File: src/rtl/quotient_pack_pkg.sv
// Shared widths, types and keep-mask helper for the quotient packer.
package quotient_pack_pkg;
    localparam int QW     = 8;
    localparam int LANES  = 4;
    localparam int WORD_W = QW * LANES;
    localparam int IDX_W  = $clog2(LANES);
    localparam int CNT_W  = $clog2(LANES + 1);

    typedef logic [LANES-1:0]  keep_t;
    typedef logic [WORD_W-1:0] word_t;

    // Mask with the low n lanes set.
    function automatic keep_t keep_mask(input logic [CNT_W-1:0] n);
        keep_t m;
        m = '0;
        for (int i = 0; i < LANES; i++)
            if (CNT_W'(i) < n) m[i] = 1'b1;
        return m;
    endfunction
endpackage

File: src/rtl/qp_fifo.sv
// Synchronous FIFO; pointers carry one extra wrap bit to tell full from empty.
module qp_fifo #(
    parameter int W     = 36,
    parameter int DEPTH = 4
) (
    input  logic         clock,
    input  logic         reset,
    input  logic         i_push,
    input  logic [W-1:0] i_data,
    input  logic         i_pop,
    output logic [W-1:0] o_data,
    output logic         o_full,
    output logic         o_empty
);
    localparam int AW    = $clog2(DEPTH);
    localparam int PTR_W = AW + 1;

    logic [W-1:0]     r_mem [DEPTH];
    logic [PTR_W-1:0] r_wr;
    logic [PTR_W-1:0] r_rd;

    // Storage is cleared on reset so the head reads zero out of reset.
    always_ff @(posedge clock or posedge reset) begin
        if (reset) begin
            for (int i = 0; i < DEPTH; i++) r_mem[i] <= '0;
        end else if (i_push) begin
            r_mem[r_wr[AW-1:0]] <= i_data;
        end
    end

    // Read/write pointer advance; caller guarantees push is legal.
    always_ff @(posedge clock or posedge reset) begin
        if (reset) begin
            r_wr <= '0;
            r_rd <= '0;
        end else begin
            if (i_push) r_wr <= r_wr + PTR_W'(1);
            if (i_pop)  r_rd <= r_rd + PTR_W'(1);
        end
    end

    assign o_data  = r_mem[r_rd[AW-1:0]];
    assign o_empty = (r_wr == r_rd);
    assign o_full  = (r_wr[AW] != r_rd[AW]) && (r_wr[AW-1:0] == r_rd[AW-1:0]);
endmodule

File: src/rtl/quotient_packer.sv
// Packs divider quotients LANES at a time into words and queues them for the
// result writer. Optional idle auto-flush: define QPACK_AUTO_FLUSH_EN.
module quotient_packer
    import quotient_pack_pkg::*;
#(
    parameter int DEPTH         = 4,
    parameter int FLUSH_TIMEOUT = 16
) (
    input  logic          clock,
    input  logic          reset,
    input  logic [QW-1:0] q_in,
    input  logic          q_valid,
    input  logic          flush,
    output word_t         out_data,
    output keep_t         out_keep,
    output logic          out_valid,
    input  logic          out_ready,
    output logic          overflow,
    output logic [15:0]   word_count
);
    logic [IDX_W-1:0] r_idx;
    word_t            r_pack;
    word_t            w_pack_nxt;
    logic [CNT_W-1:0] w_lanes;
    logic             w_complete;
    logic             w_auto;
    logic             w_push;
    logic             w_pop;
    logic             w_accept;
    logic             w_drop;
    logic             w_full;
    logic             w_empty;

    // Merge the current sample into the pack before deciding whether to push,
    // so a flush in the same cycle carries that sample too.
    always_comb begin
        w_pack_nxt = r_pack;
        if (q_valid) w_pack_nxt[r_idx*QW +: QW] = q_in;
    end

    assign w_lanes    = {1'b0, r_idx} + CNT_W'(q_valid);
    assign w_complete = q_valid && (r_idx == IDX_W'(LANES - 1));
    assign w_push     = w_complete || ((flush || w_auto) && (w_lanes != '0));
    assign w_pop      = !w_empty && out_ready;
    // A full FIFO still takes the word if the head leaves this same cycle.
    assign w_accept   = w_push && (!w_full || w_pop);
    assign w_drop     = w_push && w_full && !w_pop;

`ifdef QPACK_AUTO_FLUSH_EN
    localparam int TO_W = $clog2(FLUSH_TIMEOUT + 1);
    logic [TO_W-1:0] r_idle;

    assign w_auto = (r_idx != '0) && !q_valid && (r_idle == TO_W'(FLUSH_TIMEOUT - 1));

    // Idle counter: runs only while a partial word waits with no new sample.
    always_ff @(posedge clock or posedge reset) begin
        if (reset)                  r_idle <= '0;
        else if (q_valid || w_push) r_idle <= '0;
        else if (r_idx != '0)       r_idle <= r_idle + TO_W'(1);
    end
`else
    assign w_auto = 1'b0;
`endif

    // Lane index and pack register; a push leaves a clean zeroed pack behind.
    always_ff @(posedge clock or posedge reset) begin
        if (reset) begin
            r_idx  <= '0;
            r_pack <= '0;
        end else if (w_push) begin
            r_idx  <= '0;
            r_pack <= '0;
        end else begin
            r_pack <= w_pack_nxt;
            if (q_valid) r_idx <= r_idx + IDX_W'(1);
        end
    end

    // Sticky overflow flag and accepted-word counter (wraps at 2^16).
    always_ff @(posedge clock or posedge reset) begin
        if (reset) begin
            overflow   <= 1'b0;
            word_count <= '0;
        end else begin
            if (w_drop)   overflow   <= 1'b1;
            if (w_accept) word_count <= word_count + 16'd1;
        end
    end

    qp_fifo #(
        .W     (WORD_W + LANES),
        .DEPTH (DEPTH)
    ) u_fifo (
        .clock   (clock),
        .reset   (reset),
        .i_push  (w_accept),
        .i_data  ({keep_mask(w_lanes), w_pack_nxt}),
        .i_pop   (w_pop),
        .o_data  ({out_keep, out_data}),
        .o_full  (w_full),
        .o_empty (w_empty)
    );

    assign out_valid = !w_empty;
endmodule

File: config.mk
export PLATFORM = sky130hd
export DESIGN_NAME = quotient_packer
export DESIGN_NICKNAME = d
export VERILOG_FILES = /design/src/rtl/quotient_pack_pkg.sv /design/src/rtl/qp_fifo.sv /design/src/rtl/quotient_packer.sv
export SDC_FILE = /design/constraint.sdc
export NUM_CORES = 1
export LEC_CHECK = 0
export ABC_AREA = 1
export CAP_MARGIN = 20
export CORE_ASPECT_RATIO = 1.25
export CORE_MARGIN = 2
export CORE_UTILIZATION = 30
export CTS_CLUSTER_SIZE = 16
export DETAILED_ROUTE_END_ITERATION = 8
export GPL_ROUTABILITY_DRIVEN = 0
export SLEW_MARGIN = 20
export SYNTH_ARGS = -nofsm -noshare
export SYNTH_HDL_FRONTEND = slang
export SYNTH_HIERARCHICAL = 1
export SYNTH_SLANG_ARGS = --single-unit
File: constraint.sdc
create_clock -name clock -period 10.03 [get_ports clock]
set_input_delay 1.5045 -clock clock [delete_from_list [all_inputs] [get_ports clock]]
set_output_delay 1.5045 -clock clock [all_outputs]
set_load 0.02 [all_outputs]
==> flow_metrics.env, run 1 <==
export IMPL_io_pin_count=67
export IMPL_fin_crit_sh=0.461
export IMPL_port_buffers=66
export IMPL_fill_cells=3442
export IMPL_grt_pass1_wl_mm=39.5
export IMPL_max_freq_mhz=216
export IMPL_arrival_ns=4.97
export IMPL_cts_root_buf="clkbuf_16"
export IMPL_ys_types=33
export IMPL_start_kind="input pin"
export IMPL_final_cell_mix="nand2_1, dfrtp_1, inv_1, o21ai_0, clkdlybuf4s50_1"
export IMPL_fp_row_count=74
export IMPL_hold_depth=2
export IMPL_wirelength_mm=23.6
export IMPL_slew_viol_final=0
export IMPL_cts_resized=0
export IMPL_power_density_mw_per_mm2=272
export IMPL_synthCells=1241
export IMPL_swShare=0.409
export IMPL_power_total_mw=3.11
export IMPL_power_switching_mw=1.27
export IMPL_hold_ws_ns=0.476
export IMPL_ant_nets=0
export IMPL_min_to="u_fifo/r_mem[141]"
export IMPL_synth_area_per_cell_sq_um=8.08
export IMPL_clk_pin_slew_worst_paths_ns=0.06
export IMPL_finalSetupViolCount=0
export IMPL_required_ns=10.37
export IMPL_nets=1300
export IMPL_holdCritStartpoint="u_fifo/r_mem[141]"
export IMPL_slew_headroom=0.365
export IMPL_start_util=0.306
export IMPL_r2r_end="u_fifo/r_mem[5]"
export IMPL_hold_buffers=0
export IMPL_rsz0062_at_grt="false"
export IMPL_multi_input_area_sq_mm=0.00402
export IMPL_ys_flop_type="dfrtp_1"
export IMPL_clk_path_buf_depth=3
export IMPL_grt_max_degree=85
export IMPL_tightest_slew_ns=0.951
export IMPL_coreArea_sq_mm=0.0328
export IMPL_worst_ir_drop_vdd_uv=98.5
export IMPL_dpl_hpwl_mm=15.1
export IMPL_drt_iter0_markers=456
export IMPL_ys_warn_count=6
export IMPL_report_final_hold_viol_count=0
export IMPL_vias=7716
export IMPL_status="finished, violations left"
export IMPL_p_seq_frac=0.340
export IMPL_syn_nets=1268
export IMPL_cts_max_level=1
export IMPL_timing_setup_tns_ns=0
export IMPL_reg2reg_slack_ns=6.19
export IMPL_grt_pass1_vias=7583
export IMPL_maxCapViolCount=0
export IMPL_rr_startpoint="u_fifo/r_rd[0]"
export IMPL_power_leakage_nw=5.52
export IMPL_postCtsSetupBuffers=0
export IMPL_worst_setup_path_end_kind="register"
export IMPL_cp_max_fo=73
export IMPL_die_height_um=208
export IMPL_fin_crit_ns=4.63
export IMPL_grt_use_total=0.138
export IMPL_layout_drive_gt1_share=0.0715
export IMPL_tritoncts_num_sinks=201
export IMPL_drt_vias_per_instance=4.52
export IMPL_hp_class="register to register"
export IMPL_wl_per_cell_um=13.8
export IMPL_clk_latency_ns=0.49
export IMPL_ff_latch_area_sq_mm=0.00503
export IMPL_worstSetupPathType="input pin to register"
export IMPL_firstDrtPassIters=7
export IMPL_pwr_share_comb=0.415
export IMPL_ys_seq_elements=201
export IMPL_p_int_mw=1.84
export IMPL_final_common_cell="nand2_1"
export IMPL_die_area_sq_mm=0.0349
export IMPL_cts_buffers_inserted=20
export IMPL_finClkSkew_ns=0.0104
export IMPL_seq_area_frac_synth=0.501
export IMPL_p_clk_frac=0.245
export IMPL_cts_tree="done"
export IMPL_grt_overflow=0
export IMPL_syn_to_final_growth_pct=14.2
export IMPL_async_flop_share=1.00
export IMPL_synth_edf_count=0
export IMPL_route_detailed_drc=2
export IMPL_reg2reg_depth=11
export IMPL_antenna_found_initial=1
export IMPL_violations="DRC"
export IMPL_die_width_um=168
export IMPL_netlist_area_sq_mm=0.0100
metrics by stage:
| stage | util | worst slack (ns) | area (sq um) | instances |
|---|---|---|---|---|
| floorplan | - | 4.49 | 10000 | 1241 |
| global placement | 0.328 | 4.96 | 10800 | 1668 |
| detailed placement | 0.328 | 4.89 | 10800 | 1668 |
| CTS | 0.348 | 5.35 | 11400 | 1704 |
| global route | 0.349 | 5.07 | 11500 | 1706 |
| finish | 0.349 | 5.40 | 11500 | 1706 |
synth_stat cells (3+ instances only):
cell type  number  area, sq um
nand2_1       501         1880
dfrtp_1       201         5030
inv_1         121          454
o21ai_0        95          475
nand3_1        54          270
o21ai_1        53          265
buf_6          29          327
buf_2          19         95.1
nor2_1         19         71.3
a21oi_1        18         90.1
o21ai_2        18          158
or2_1          17          106
nand4_1        16          100
or2_2          16          100
ha_1           14          175
buf_4          11         82.6
xor2_1          6         52.6
nand2_4         4         45.0
xnor2_1         4         35.0
inv_2           3         11.3
nand2_8         3         60.1
or2_0           3         18.8
flip-flops by register name, summed over array words and instances (netlist names):
signal and cells:
r_pack 32, u_fifo/r_rd 3, u_fifo/r_mem 144, word_count 16
r_idx 2, overflow 1, u_fifo/r_wr 3
routing by layer:
| layer | share of wire | routed length (um) | vias up | GRT usage |
|---|---|---|---|---|
| met5 | 0 | 0 | - | 0 |
| met3 | 0.036 | 853 | 24 | 0.0175 |
| li1 | - | - | 3942 | - |
| met2 | 0.48 | 11400 | 111 | 0.237 |
| met4 | 0.015 | 364 | 0 | 0.0360 |
| met1 | 0.47 | 11000 | 3639 | 0.184 |
final cells by class:
class	count	share of cell area
flip-flops and latches	201	0.439
multi-input cells	853	0.351
repair buffers	72	0.0634
clock buffers	31	0.0518
well taps	418	0.0457
inverters	125	0.0416
clock inverters	5	0.00656
diodes	1	0.000219
worst max-delay path, cell delays in order:
cell,delay (ns)
clkdlybuf4s50_1,0.82
ha_1,0.27
inv_1,0.05
ha_1,0.28
nor2_1,0.05
nand2_1,0.07
nand2_1,0.11
a21oi_4,0.77
nand2_4,0.68
nand2_1,0.20
o21ai_1,0.08
power by group through the flow:
stage          Sequential (mW)  Clock [mW]  Combinational [mW]
6_report                  1.06       0.762                1.29
4_1_cts                   1.06       0.784                1.31
3_5_place_dp              1.07           0                1.31
5_1_grt                   1.08       0.815                1.44
3_3_place_gp              1.07           0                1.29
2_1_floorplan             1.04           0               0.997
kinds of logic after synthesis:
group	count (synthesis)	share of synthesized area
AOI/OAI and AO/OA	187	0.101
xor gates and xnor gates	10	0.00873
buffers and inverters	187	0.0985
and+or+nand+nor	642	0.273
DFF	201	0.501
adders and majority gates	14	0.0175
worst max-delay path by stage:
stage,from,end,slack [ns]
after floorplan,reset,u_fifo/r_mem[0],4.49
after global placement,q_valid,u_fifo/r_mem[33],4.96
after detailed placement,q_valid,u_fifo/r_mem[31],4.89
after CTS,u_fifo/r_rd[0],out_valid,5.35
after global routing,q_valid,u_fifo/r_mem[14],5.07
final,q_valid,u_fifo/r_mem[5],5.40
Note: power is estimated with default switching activity, not from simulation.
==> inputs of run 2 (changes only) <==
Clock period 10.03 ns to 4 ns, I/O delays scaled along.
==> flow_metrics.env, run 2 (synthesis gave the netlist of run 1 again) <==
export IMPL_slew_viol_final=0
export IMPL_grt_overflow=0
export IMPL_cp_slowest_cell="clkdlybuf4s50_1"
export IMPL_clk_path_buf_depth=3
export IMPL_die_width_um=168
export IMPL_critPathBufInv=2
export IMPL_grt_max_degree=73
export IMPL_status="finished, violations left"
export IMPL_start_util=0.306
export IMPL_cts_resized=0
export IMPL_fin_crit_ns=3.40
export IMPL_cts_tree="done"
export IMPL_arrival_ns=2.80
export IMPL_antenna_found_initial=0
export IMPL_hp_class="register to register"
export IMPL_die_height_um=208
export IMPL_stdcell_count=1709
export IMPL_tightest_slew_ns=0.757
export IMPL_tritoncts_num_sinks=201
export IMPL_worstSetupPathType="register to output port"
export IMPL_grt_use_total=0.141
export IMPL_regMostFlops="u_fifo/r_mem"
export IMPL_final_common_cell="nand2_1"
export IMPL_reg_top3="u_fifo/r_mem x144, r_pack x32, word_count x16"
export IMPL_antenna_cells=0
export IMPL_rsz0062_at_grt="false"
export IMPL_grt_pass1_wl_mm=40.1
export IMPL_route_detailed_drc=6
export IMPL_coreArea_sq_mm=0.0328
export IMPL_wl_per_cell_um=14.1
export IMPL_finClkSkew_ns=0.0140
export IMPL_drt_vias_per_instance=4.56
export IMPL_worst_ir_drop_vdd_uv=365
export IMPL_dpl_hpwl_mm=15.9
export IMPL_syn_to_final_growth_pct=14.2
export IMPL_power_density_mw_per_mm2=674
export IMPL_hold_buffers=0
export IMPL_crit_family="buffers and inverters"
export IMPL_final_cell_mix="nand2_1, dfrtp_1, inv_1, o21ai_0, clkdlybuf4s50_1"
export IMPL_io_pin_count=67
export IMPL_layout_drive_gt1_share=0.0775
export IMPL_grt_pass1_vias=7535
export IMPL_firstDrtPassIters=7
export IMPL_cts_buffers_inserted=20
export IMPL_nets=1309
export IMPL_post_place_cells=1678
export IMPL_report_final_hold_viol_count=0
export IMPL_power_leakage_nw=5.53
export IMPL_vias=7798
export IMPL_start_kind="register"
export IMPL_required_ns=3.40
export IMPL_cp_max_fo=63
export IMPL_maxCapViolCount=0
export IMPL_slew_headroom=0.495
export IMPL_ant_nets=0
export IMPL_cts_root_buf="clkbuf_16"
export IMPL_largest_register_ffs=144
export IMPL_worst_setup_path_end_kind="output port"
export IMPL_clk_latency_ns=0.50
export IMPL_critPathMaxStageDelay_ns=0.65
export IMPL_drt_iter0_markers=569
export IMPL_postCtsSetupBuffers=0
export IMPL_port_buffers=66
export IMPL_fin_area_sq_mm=0.0115
export IMPL_max_freq_mhz=294
export IMPL_die_area_sq_mm=0.0349
export IMPL_wirelength_mm=24.0
export IMPL_violations="DRC"
export IMPL_fin_crit_sh=0.850
export IMPL_placed_cell_area_sq_mm=0.0108
export IMPL_cts_max_level=1
export IMPL_clk_pin_slew_worst_paths_ns=0.07
export IMPL_finalSetupViolCount=0
export IMPL_timing_setup_tns_ns=0
export IMPL_crit_top_cell="nand2_1"
export IMPL_crit_chain="buf_4 > nand2_1 > nand2_1 > nand2_1 > nand2_1 > clkdlybuf4s50_1"
export IMPL_fp_row_count=74
export IMPL_fill_cells=3432
run 2: cell count changes in the layout (fill, tap and decap cells not counted), sizes merged:
cell      before  now
buf            6   15
clkinvlp       0    2
bufinv         2    0
clkinv         3    1
clkbuf        31   29
inv          125  124
diode          1    0
run 2: final cells by class:
cell class	count	area, sq um	share of cell area
Sequential cell	201	5030	0.439
Multi-Input combinational cell	853	4020	0.351
Timing Repair Buffer	81	786	0.0686
Clock buffer	29	606	0.0529
Tap cell	418	523	0.0456
Inverter	125	475	0.0415
Clock inverter	2	12.5	0.00109
run 2: power by group:
| group | internal [mW] | leakage (nW) | switching (mW) |
|---|---|---|---|
| Combinational | 1.11 | 2.46 | 2.17 |
| Sequential | 2.38 | 2.76 | 0.262 |
| Clock | 1.04 | 0.302 | 0.764 |
run 2: stage by stage:
| step | hold slack, ns | utilization | power [mW] | setup WS [ns] |
|---|---|---|---|---|
| 6_report | 0.476 | 0.350 | 7.72 | 0.601 |
| 5_1_grt | 0.493 | 0.350 | 8.31 | 0.415 |
| 4_1_cts | 0.477 | 0.350 | 7.84 | 0.541 |
| 3_5_place_dp | 0.463 | 0.331 | 6.01 | 0.649 |
| 3_3_place_gp | 0.458 | 0.331 | 5.97 | 0.683 |
| 2_1_floorplan | 0.445 | - | 5.12 | 1.51 |
run 2: worst paths after layout:
check                               start           endpoint  slack [ns]  cells past startpoint
min                              overflow           overflow        0.48                      1
max in group asynchronous           reset  u_fifo/r_mem[125]        2.51                      3
min reg2reg                      overflow           overflow        0.48                      1
max reg2reg                u_fifo/r_rd[0]   u_fifo/r_mem[52]        1.10                     12
max                        u_fifo/r_rd[0]        out_data[3]        0.60                      6
min in group asynchronous           reset     u_fifo/r_rd[2]        0.61                      2
run 2: worst register-to-register path: stages (launching register included):
cell     delay [ns]
dfrtp_2        0.63
inv_4          0.14
nand2_1        0.09
nand2_1        0.05
nand2_1        0.09
nor2_1         0.08
o21ai_1        0.35
inv_1          0.13
a21oi_4        0.16
buf_4          0.37
nand2_8        0.35
nand2_1        0.21
o21ai_0        0.09
run 2: metal layers:
| metal | track usage | vias to the layer above | wire length (um) |
|---|---|---|---|
| li1 | - | 3943 | - |
| met1 | 0.182 | 3694 | 10900 |
| met2 | 0.249 | 132 | 11700 |
| met3 | 0.0186 | 29 | 971 |
| met4 | 0.0369 | 0 | 440 |
| met5 | 0 | - | 0 |
